==> src/rtl/gemm_seq_pkg.sv <==
`default_nettype none
// ============================================================================
// Module   : gemm_seq_pkg
// Brief    : Shared state encoding and defaults for the tile-GEMM sequencer
// Revision : 1.0
// ============================================================================
package gemm_seq_pkg;

    localparam int c_row_w             = 16;
    localparam int c_result_skip_def   = 1;
    localparam int c_drain_timeout_def = 64;

    typedef enum logic [2:0] {
        IDLE   = 3'd0,
        LOAD_W = 3'd1,
        START  = 3'd2,
        STREAM = 3'd3,
        DRAIN  = 3'd4,
        DONE   = 3'd5
    } seq_state_t;

endpackage
`default_nettype wire

==> src/rtl/seq_skid_reg.sv <==
`default_nettype none
// ============================================================================
// Module   : seq_skid_reg
// Brief    : One-entry holding register between the act buffer and the array
// Revision : 1.0
// ============================================================================
module seq_skid_reg #(
    parameter int WIDTH = 32
) (
    input  logic             clk,
    input  logic             rst_n,
    input  logic             flush,
    input  logic             in_valid,
    input  logic [WIDTH-1:0] in_data,
    output logic             out_valid,
    output logic [WIDTH-1:0] out_data,
    input  logic             out_ready
);

    logic             r_full;
    logic [WIDTH-1:0] r_data;

    // Fresh read data passes straight through; it is only parked when refused.
    assign out_valid = r_full | in_valid;
    assign out_data  = r_full ? r_data : (in_valid ? in_data : '0);

    always_ff @(posedge clk or negedge rst_n) begin
        if (!rst_n) begin
            r_full <= 1'b0;
            r_data <= '0;
        end else if (flush) begin
            r_full <= 1'b0;
        end else if (out_valid && !out_ready) begin
            r_full <= 1'b1;
            r_data <= out_data;
        end else begin
            r_full <= 1'b0;
        end
    end

endmodule
`default_nettype wire

==> src/rtl/gemm_tile_sequencer.sv <==
`default_nettype none
// ============================================================================
// Module   : gemm_tile_sequencer
// Brief    : Weight load, start, act streaming and result write-back for one tile
// Revision : 1.0
// ============================================================================
module gemm_tile_sequencer
    import gemm_seq_pkg::*;
#(
    parameter int ARRAY_SIZE    = 4,
    parameter int DATA_WIDTH    = 8,
    parameter int ACC_WIDTH     = 32,
    parameter int ADDR_WIDTH    = 10,
    parameter int RESULT_SKIP   = c_result_skip_def,
    parameter int DRAIN_TIMEOUT = c_drain_timeout_def
) (
    input  logic                             clk,
    input  logic                             rst_n,
    input  logic                             cmd_valid,
    output logic                             cmd_ready,
    input  logic [15:0]                      cmd_m_rows,
    input  logic [ADDR_WIDTH-1:0]            cmd_w_base,
    input  logic [ADDR_WIDTH-1:0]            cmd_a_base,
    input  logic [ADDR_WIDTH-1:0]            cmd_c_base,
    output logic                             wb_rd_en,
    output logic [ADDR_WIDTH-1:0]            wb_rd_addr,
    input  logic [ARRAY_SIZE*DATA_WIDTH-1:0] wb_rd_data,
    output logic                             ab_rd_en,
    output logic [ADDR_WIDTH-1:0]            ab_rd_addr,
    input  logic [ARRAY_SIZE*DATA_WIDTH-1:0] ab_rd_data,
    output logic                             cb_wr_en,
    output logic [ADDR_WIDTH-1:0]            cb_wr_addr,
    output logic [ARRAY_SIZE*ACC_WIDTH-1:0]  cb_wr_data,
    output logic                             sa_start,
    output logic                             sa_clear_acc,
    output logic [15:0]                      sa_cfg_k_tiles,
    output logic                             sa_weight_load_en,
    output logic [$clog2(ARRAY_SIZE)-1:0]    sa_weight_load_col,
    output logic [ARRAY_SIZE*DATA_WIDTH-1:0] sa_weight_load_data,
    output logic                             sa_act_valid,
    output logic [ARRAY_SIZE*DATA_WIDTH-1:0] sa_act_data,
    input  logic                             sa_act_ready,
    input  logic                             sa_result_valid,
    input  logic [ARRAY_SIZE*ACC_WIDTH-1:0]  sa_result_data,
    output logic                             sa_result_ready,
    output logic                             busy,
    output logic                             done,
    output logic                             error
);

    localparam int c_col_w = $clog2(ARRAY_SIZE);
    localparam int c_vec_w = ARRAY_SIZE * DATA_WIDTH;

    seq_state_t              r_state, w_next;
    logic [c_row_w-1:0]      r_m_rows;
    logic [ADDR_WIDTH-1:0]   r_w_base, r_a_base, r_c_base;
    logic [c_row_w-1:0]      r_issue_cnt, r_xfer_cnt, r_res_cnt, r_skip_cnt, r_idle_cnt;
    logic                    r_wload_en;
    logic [c_col_w-1:0]      r_wload_col;
    logic                    r_ab_rvld;
    logic                    r_error;

    logic w_accept, w_xfer, w_collect, w_skip, w_cb_write, w_res_last, w_timeout;
    logic w_skid_flush, w_skid_in_valid;

    assign w_accept   = (r_state == IDLE) && cmd_valid;
    assign w_xfer     = sa_act_valid && sa_act_ready;
    assign w_collect  = ((r_state == STREAM) || (r_state == DRAIN)) && sa_result_valid;
    assign w_skip     = r_skip_cnt < c_row_w'(RESULT_SKIP);
    assign w_cb_write = w_collect && !w_skip;
    assign w_res_last = w_cb_write && (r_res_cnt == r_m_rows - c_row_w'(1));

    assign cmd_ready           = (r_state == IDLE);
    assign busy                = (r_state != IDLE);
    assign done                = (r_state == DONE);
    assign sa_start            = (r_state == START);
    assign sa_clear_acc        = (r_state == START);
    assign sa_cfg_k_tiles      = 16'(ARRAY_SIZE);
    assign sa_result_ready     = 1'b1;
    assign error               = r_error;
    assign wb_rd_addr          = r_w_base + ADDR_WIDTH'(r_issue_cnt);
    assign ab_rd_addr          = r_a_base + ADDR_WIDTH'(r_issue_cnt);
    assign cb_wr_en            = w_cb_write;
    assign cb_wr_addr          = r_c_base + ADDR_WIDTH'(r_res_cnt);
    assign cb_wr_data          = w_cb_write ? sa_result_data : '0;
    assign sa_weight_load_en   = r_wload_en;
    assign sa_weight_load_col  = r_wload_col;
    assign sa_weight_load_data = r_wload_en ? wb_rd_data : '0;

    always_ff @(posedge clk or negedge rst_n) begin
        if (!rst_n) r_state <= IDLE;
        else        r_state <= w_next;
    end

    always_comb begin
        w_next    = r_state;
        wb_rd_en  = 1'b0;
        ab_rd_en  = 1'b0;
        w_timeout = 1'b0;
        case (r_state)
            IDLE: begin
                if (cmd_valid) w_next = (cmd_m_rows == 16'd0) ? DONE : LOAD_W;
            end
            LOAD_W: begin
                wb_rd_en = r_issue_cnt < c_row_w'(ARRAY_SIZE);
                if (r_wload_en && (r_wload_col == c_col_w'(ARRAY_SIZE - 1))) w_next = START;
            end
            START: w_next = STREAM;
            STREAM: begin
                // A refused row blocks further reads so nothing is dropped or duplicated.
                ab_rd_en = (r_issue_cnt < r_m_rows) && (!sa_act_valid || sa_act_ready);
                if (w_res_last)
                    w_next = DONE;
                else if (w_xfer && (r_xfer_cnt == r_m_rows - c_row_w'(1)))
                    w_next = DRAIN;
            end
            DRAIN: begin
                if (w_res_last) begin
                    w_next = DONE;
                end else if (!sa_result_valid && (r_idle_cnt == c_row_w'(DRAIN_TIMEOUT - 1))) begin
                    w_next    = DONE;
                    w_timeout = 1'b1;
                end
            end
            DONE:    w_next = IDLE;
            default: w_next = IDLE;
        endcase
    end

    always_ff @(posedge clk or negedge rst_n) begin
        if (!rst_n) begin
            r_m_rows    <= '0;
            r_w_base    <= '0;
            r_a_base    <= '0;
            r_c_base    <= '0;
            r_issue_cnt <= '0;
            r_xfer_cnt  <= '0;
            r_res_cnt   <= '0;
            r_skip_cnt  <= '0;
            r_idle_cnt  <= '0;
            r_wload_en  <= 1'b0;
            r_wload_col <= '0;
            r_ab_rvld   <= 1'b0;
            r_error     <= 1'b0;
        end else begin
            if (w_accept) begin
                r_m_rows    <= cmd_m_rows;
                r_w_base    <= cmd_w_base;
                r_a_base    <= cmd_a_base;
                r_c_base    <= cmd_c_base;
                r_issue_cnt <= '0;
                r_xfer_cnt  <= '0;
                r_res_cnt   <= '0;
                r_skip_cnt  <= '0;
                r_idle_cnt  <= '0;
                r_error     <= 1'b0;
            end else begin
                // The read counter is shared by the weight and activation phases.
                if (wb_rd_en || ab_rd_en)  r_issue_cnt <= r_issue_cnt + c_row_w'(1);
                else if (r_state == START) r_issue_cnt <= '0;
                if (w_xfer) r_xfer_cnt <= r_xfer_cnt + c_row_w'(1);
                if (w_collect) begin
                    if (w_skip) r_skip_cnt <= r_skip_cnt + c_row_w'(1);
                    else        r_res_cnt  <= r_res_cnt + c_row_w'(1);
                end
                if ((r_state == DRAIN) && !sa_result_valid) r_idle_cnt <= r_idle_cnt + c_row_w'(1);
                else                                        r_idle_cnt <= '0;
                if (w_timeout) r_error <= 1'b1;
            end
            r_wload_en  <= wb_rd_en;
            r_wload_col <= c_col_w'(r_issue_cnt);
            r_ab_rvld   <= ab_rd_en;
        end
    end

    assign w_skid_flush    = (r_state != STREAM);
    assign w_skid_in_valid = r_ab_rvld && (r_state == STREAM);

    seq_skid_reg #(
        .WIDTH (c_vec_w)
    ) u_act_skid (
        .clk       (clk),
        .rst_n     (rst_n),
        .flush     (w_skid_flush),
        .in_valid  (w_skid_in_valid),
        .in_data   (ab_rd_data),
        .out_valid (sa_act_valid),
        .out_data  (sa_act_data),
        .out_ready (sa_act_ready)
    );

endmodule
`default_nettype wire

==> config.mk <==
export PLATFORM = sky130hd
export DESIGN_NAME = gemm_tile_sequencer
export DESIGN_NICKNAME = d
export VERILOG_FILES = /design/src/rtl/gemm_seq_pkg.sv /design/src/rtl/seq_skid_reg.sv /design/src/rtl/gemm_tile_sequencer.sv
export SDC_FILE = /design/constraint.sdc
export NUM_CORES = 1
export LEC_CHECK = 0
export ABC_AREA = 1
export CORE_MARGIN = 3
export CORE_UTILIZATION = 35
export DETAILED_ROUTE_END_ITERATION = 10
export GPL_TIMING_DRIVEN = 0
export PLACE_DENSITY = 0.76
export SYNTH_ARGS = -nofsm -noshare
export SYNTH_HDL_FRONTEND = slang
export SYNTH_SLANG_ARGS = --single-unit
==> constraint.sdc <==
create_clock -name clk -period 3.1 [get_ports clk]
set_input_delay 0.775 -clock clk [delete_from_list [all_inputs] [get_ports clk]]
set_output_delay 0.775 -clock clk [all_outputs]
set_load 0.1 [all_outputs]
==> results.txt <==
Global routing used 44.4% of the available met2 tracks. Wires add up to 48,900 µm. The first routing iteration left 1,060 violations. The clock passes through at most 2 buffers. The worst-case IR drop observed on VDD is 1.39 mV. The count of distinct cell types in the synthesized netlist was 55.

The first global-routing pass estimated 74,300 µm of wire. Summed over all cells, the static leakage comes to 10.1 nW. The power density over cell area is 882 mW/mm², and the number of vias after detailed routing is 13,800.

The run finished, with violations left. Across all register-to-register paths, the minimum setup slack is 0.41 ns. The floorplan step set the die width to 191 µm. The number of H-tree levels was 4; the number of nets in the finished design was 2,651. In this run, flip-flops and latches consume 18.5% of the power. After clock tree synthesis, the clock-pin slew on the worst setup and hold paths is 0.08 ns. The full die area is 0.0363 mm², and the overall die height is 191 µm. Broken down by cell family, the worst path's largest delay share belongs to compound AO/OA/AOI/OAI gates. TritonCTS built the clock tree.

The clock sink count came out at 167. The checks that failed: negative setup slack. The synthesis-to-finish area growth is 69.3%, and the share of power burned in the clock network is 12.8%.

The peak-usage layer in the global routing report is met2. The critical path runs through a total of 11 cells. The met1 routing resource usage after global routing came out at 32.5%. The tools report the clock tree root buffer cell as sky130_fd_sc_hd__clkbuf_16.

Once layout is done, the placed cells without fillers occupy 0.0202 mm². The number of synthesis warnings is 0. The tools report the critical path data required time as 2.32 ns.

Setup repair after global routing could not meet its margin everywhere. The most critical setup path has its startpoint at r_issue_cnt[0]. The most common cell in the synthesized netlist is sky130_fd_sc_hd__nand2_1.

Walking the worst path, the cells encountered are ha_4, inv_2, fa_2, o21ai_2, a21o_1, a21oi_4, nor2_1, o21a_1, nor2_2, xor2_2, buf_12. After clock tree synthesis, the flow added hold-fix buffers numbering 0. For this run, design rule violations remaining after detail routing come to 0. The worst register-to-register path ends at r_issue_cnt[12]. The library cell occupying the most area in the post-synthesis netlist is sky130_fd_sc_hd__dfrtp_1. The post-placement setup slack is -1.67 ns, and the count of flip-flops with a built-in enable after synthesis is 0. The first TritonRoute pass finished after 6 iterations. Once layout is complete, the cells apart from fillers number 2,813. For this design the top-level I/O count stands at 495.

In this run the core area contains 66 standard-cell rows. The critical path contains buffers and inverters numbering 2 combined. The kind of critical path was reg -> out. Dividing the detail-routed wire length by the instance count gives 17.4 µm. The async set-reset flop share out of synthesis is 100%, and the combinational fraction of design power is 68.8%.

The run gives 11 as the number of setup violations in the final report. The worst setup path is launched from a flop. The post-synthesis cell count is 1,793.

The top cell type by area accounts for 35.1% of the synthesized area. The run gives 0.0119 mm² as the cell area after synthesis. For the sum of negative setup slack, the log shows -1.92 ns. Number of maximum-capacitance violations: 0. Counting the fill cells in the layout gives 2,779.

The run gives -0.380 ns as the final worst slack. The share of post-route cells with drive strength above 1 is 28.2%. The worst setup path is captured at an output pin. Prevailing post-synth register cell: sky130_fd_sc_hd__dfrtp_1. The total design power is 0.0178 W, and the post-synthesis register bit count is 167. The count of nets left with antenna violations once routing finished came out at 0.

The final count of hold timing violations was 0; the TritonCTS buffer count was 17. The placed standard-cell area is 0.0180 mm². Counting instances in the post-synthesis netlist gives the leading cell types as sky130_fd_sc_hd__nand2_1 (515), sky130_fd_sc_hd__inv_1 (291), sky130_fd_sc_hd__nor2_1 (242). The worst reg2reg path startpoint was r_issue_cnt[1]. The relative slew slack came out at 23.9%. Type of the worst min-delay path: in -> async. Including well taps, the total number of placed cells is 2,728. The maximum fanout count along the critical path was 3. Number of antenna violations at the first check in global routing: 3. The average instance area after synthesis is 6.65 µm², and the switching share of power is 58.5%. For the finished layout, the period the worst path requires is 3.48 ns.

Global routing used 5.66% of the available met3 tracks. Via count of the first global-routing pass: 13,700. The routed via count divided by cell count is 4.92.

The congestion estimate from routability-driven global placement came to 0.914. For the worst-skew pair, the clock arrives at the later sink with an insertion delay of 0.44 ns. For the pin with the worst max-slew slack, the measured transition is 1.15 ns.

In this run the power spent charging and discharging nets is 0.0104 W. The highest clock frequency the design can meet came out at 0.287 GHz. For the worst setup path, the data arrival time is 2.71 ns. On the worst path, the slowest cell contributes a delay of 0.48 ns. The internal portion of the total power is 0.00739 W.

The core region is 0.0330 mm². The HPWL reported at the end of detailed placement was 37,200 µm; the post-route fraction of the period consumed by the critical path was 112%. The largest individual stage delay along the critical path comes from the cell sky130_fd_sc_hd__dfrtp_2.

The logs give 26.0% for the all-layer global routing usage and 0 for the final max-slew violation count. The global route total overflow was 0; the clock tree skew after final layout was 0.0151 ns. Ranked by total cell area, the synthesized netlist is headed by sky130_fd_sc_hd__dfrtp_1 (35%), sky130_fd_sc_hd__nand2_1 (16%), sky130_fd_sc_hd__inv_1 (9.2%). Entering global routing, the biggest net connects 94 pins.

Summing the sequential cell areas from Yosys gives 35.1% of the chip area. The starting utilization of the core area was 36.1%; the length in cells of the worst reg-to-reg path was 15. The count of port buffers added during placement was 477.
per-layer routing:
metal,vias to the layer above,routed length [µm]
met5,-,21
met4,4,1810
met3,102,3830
met2,593,23700
met1,6483,19600
li1,6661,-
worst max path at each step:
stage | end | slack [ns]
2_1_floorplan | cb_wr_addr[6] | -0.54
3_3_place_gp | u_act_skid.r_data[24] | -5.64
3_5_place_dp | cb_wr_data[74] | -1.67
4_1_cts | wb_rd_addr[8] | -0.35
5_1_grt | wb_rd_addr[8] | -0.43
6_report | wb_rd_addr[8] | -0.38
power groups by stage:
stage	Clock [W]	Combinational [W]	Sequential, W
5_1_grt	0.00239	0.0129	0.00334
3_3_place_gp	0	0.0109	0.00323
2_1_floorplan	0	0.00817	0.00321
6_report	0.00228	0.0122	0.00329
3_5_place_dp	0	0.0110	0.00325
4_1_cts	0.00230	0.0117	0.00325
state kept, by name, summed over array words and instances (netlist names), 3 cells and up:
signal	flops
r_c_base	10
r_skip_cnt	16
r_res_cnt	16
r_xfer_cnt	16
r_state	3
r_a_base	10
u_act_skid.r_data	32
r_w_base	10
r_issue_cnt	16
r_m_rows	16
r_idle_cnt	16
area by class of cell:
cell class / instances / area (µm²) / area share (%)
Multi-Input combinational cell: 1270 / 7630 / 37.8
Timing Repair Buffer: 531 / 5580 / 27.7
Sequential cell: 167 / 4190 / 20.8
Inverter: 296 / 1120 / 5.56
Tap cell: 442 / 553 / 2.74
Buffer: 73 / 482 / 2.39
Clock buffer: 18 / 429 / 2.13
Clock inverter: 14 / 188 / 0.930
Antenna cell: 2 / 5.00 / 0.0248
cells in the final DEF (no fill, tap or decap), types with 8 or more instances in the layout:
master / synthesis / final
sky130_fd_sc_hd__nor3_1: 25 / 21
sky130_fd_sc_hd__xor2_4: 0 / 8
sky130_fd_sc_hd__ha_4: 0 / 16
sky130_fd_sc_hd__buf_12: 0 / 43
sky130_fd_sc_hd__nor2_2: 10 / 118
sky130_fd_sc_hd__nand3_2: 4 / 8
sky130_fd_sc_hd__buf_6: 1 / 42
sky130_fd_sc_hd__inv_2: 4 / 8
sky130_fd_sc_hd__dfrtp_2: 0 / 12
sky130_fd_sc_hd__nor2_4: 5 / 36
sky130_fd_sc_hd__nand4_1: 37 / 37
sky130_fd_sc_hd__buf_2: 5 / 9
sky130_fd_sc_hd__ha_1: 49 / 33
sky130_fd_sc_hd__dlygate4sd2_1: 0 / 8
sky130_fd_sc_hd__clkdlybuf4s15_2: 0 / 37
sky130_fd_sc_hd__a21oi_1: 55 / 41
sky130_fd_sc_hd__o21ai_2: 1 / 35
sky130_fd_sc_hd__clkbuf_1: 49 / 30
sky130_fd_sc_hd__clkdlybuf4s50_1: 0 / 245
sky130_fd_sc_hd__inv_1: 291 / 283
sky130_fd_sc_hd__nand2_1: 515 / 507
sky130_fd_sc_hd__buf_4: 18 / 153
sky130_fd_sc_hd__buf_8: 0 / 12
sky130_fd_sc_hd__nand3_1: 106 / 101
sky130_fd_sc_hd__nor2_1: 242 / 103
sky130_fd_sc_hd__o21ai_0: 87 / 52
sky130_fd_sc_hd__xor2_2: 0 / 8
sky130_fd_sc_hd__nand2_2: 6 / 10
sky130_fd_sc_hd__a21oi_2: 0 / 10
sky130_fd_sc_hd__clkbuf_16: 0 / 22
sky130_fd_sc_hd__xor2_1: 33 / 17
sky130_fd_sc_hd__conb_1: 2 / 17
sky130_fd_sc_hd__dfrtp_1: 167 / 155
through the flow:
step / util [%] / hold slack (ns)
5_1_grt: 61.1 / 0.322
3_5_place_dp: 54.5 / 0.452
6_report: 61.1 / 0.274
3_3_place_gp: 54.4 / 0.449
2_1_floorplan: - / 0.437
4_1_cts: 59.5 / 0.316
cell families after synthesis:
logic type | synth area share (%)
DFF | 35.1
and+or+nand+nor | 35.6
xor gates and xnor gates | 3.09
buffers and inverters | 12.4
other | 0.0630
adders and majority gates | 5.65
muxes | 0.0840
AOI/OAI and AO/OA | 8.06
worst register-to-register path, delay by kind of cell (launching register included):
family	cells	cell delay (ns)
buf+inv	4	0.75
compound gates	4	0.54
flops	1	0.47
fa+ha+maj	1	0.25
simple gates	6	0.62
timing repair:
item | in CTS | in global routing
setup buffers | 34 | 23
resized for setup | 1477 | 133
setup endpoints to repair | 231 | 181
pin swaps | 38 | 39
gates cloned | 3 | 0
(Power assumes the default switching activity.)
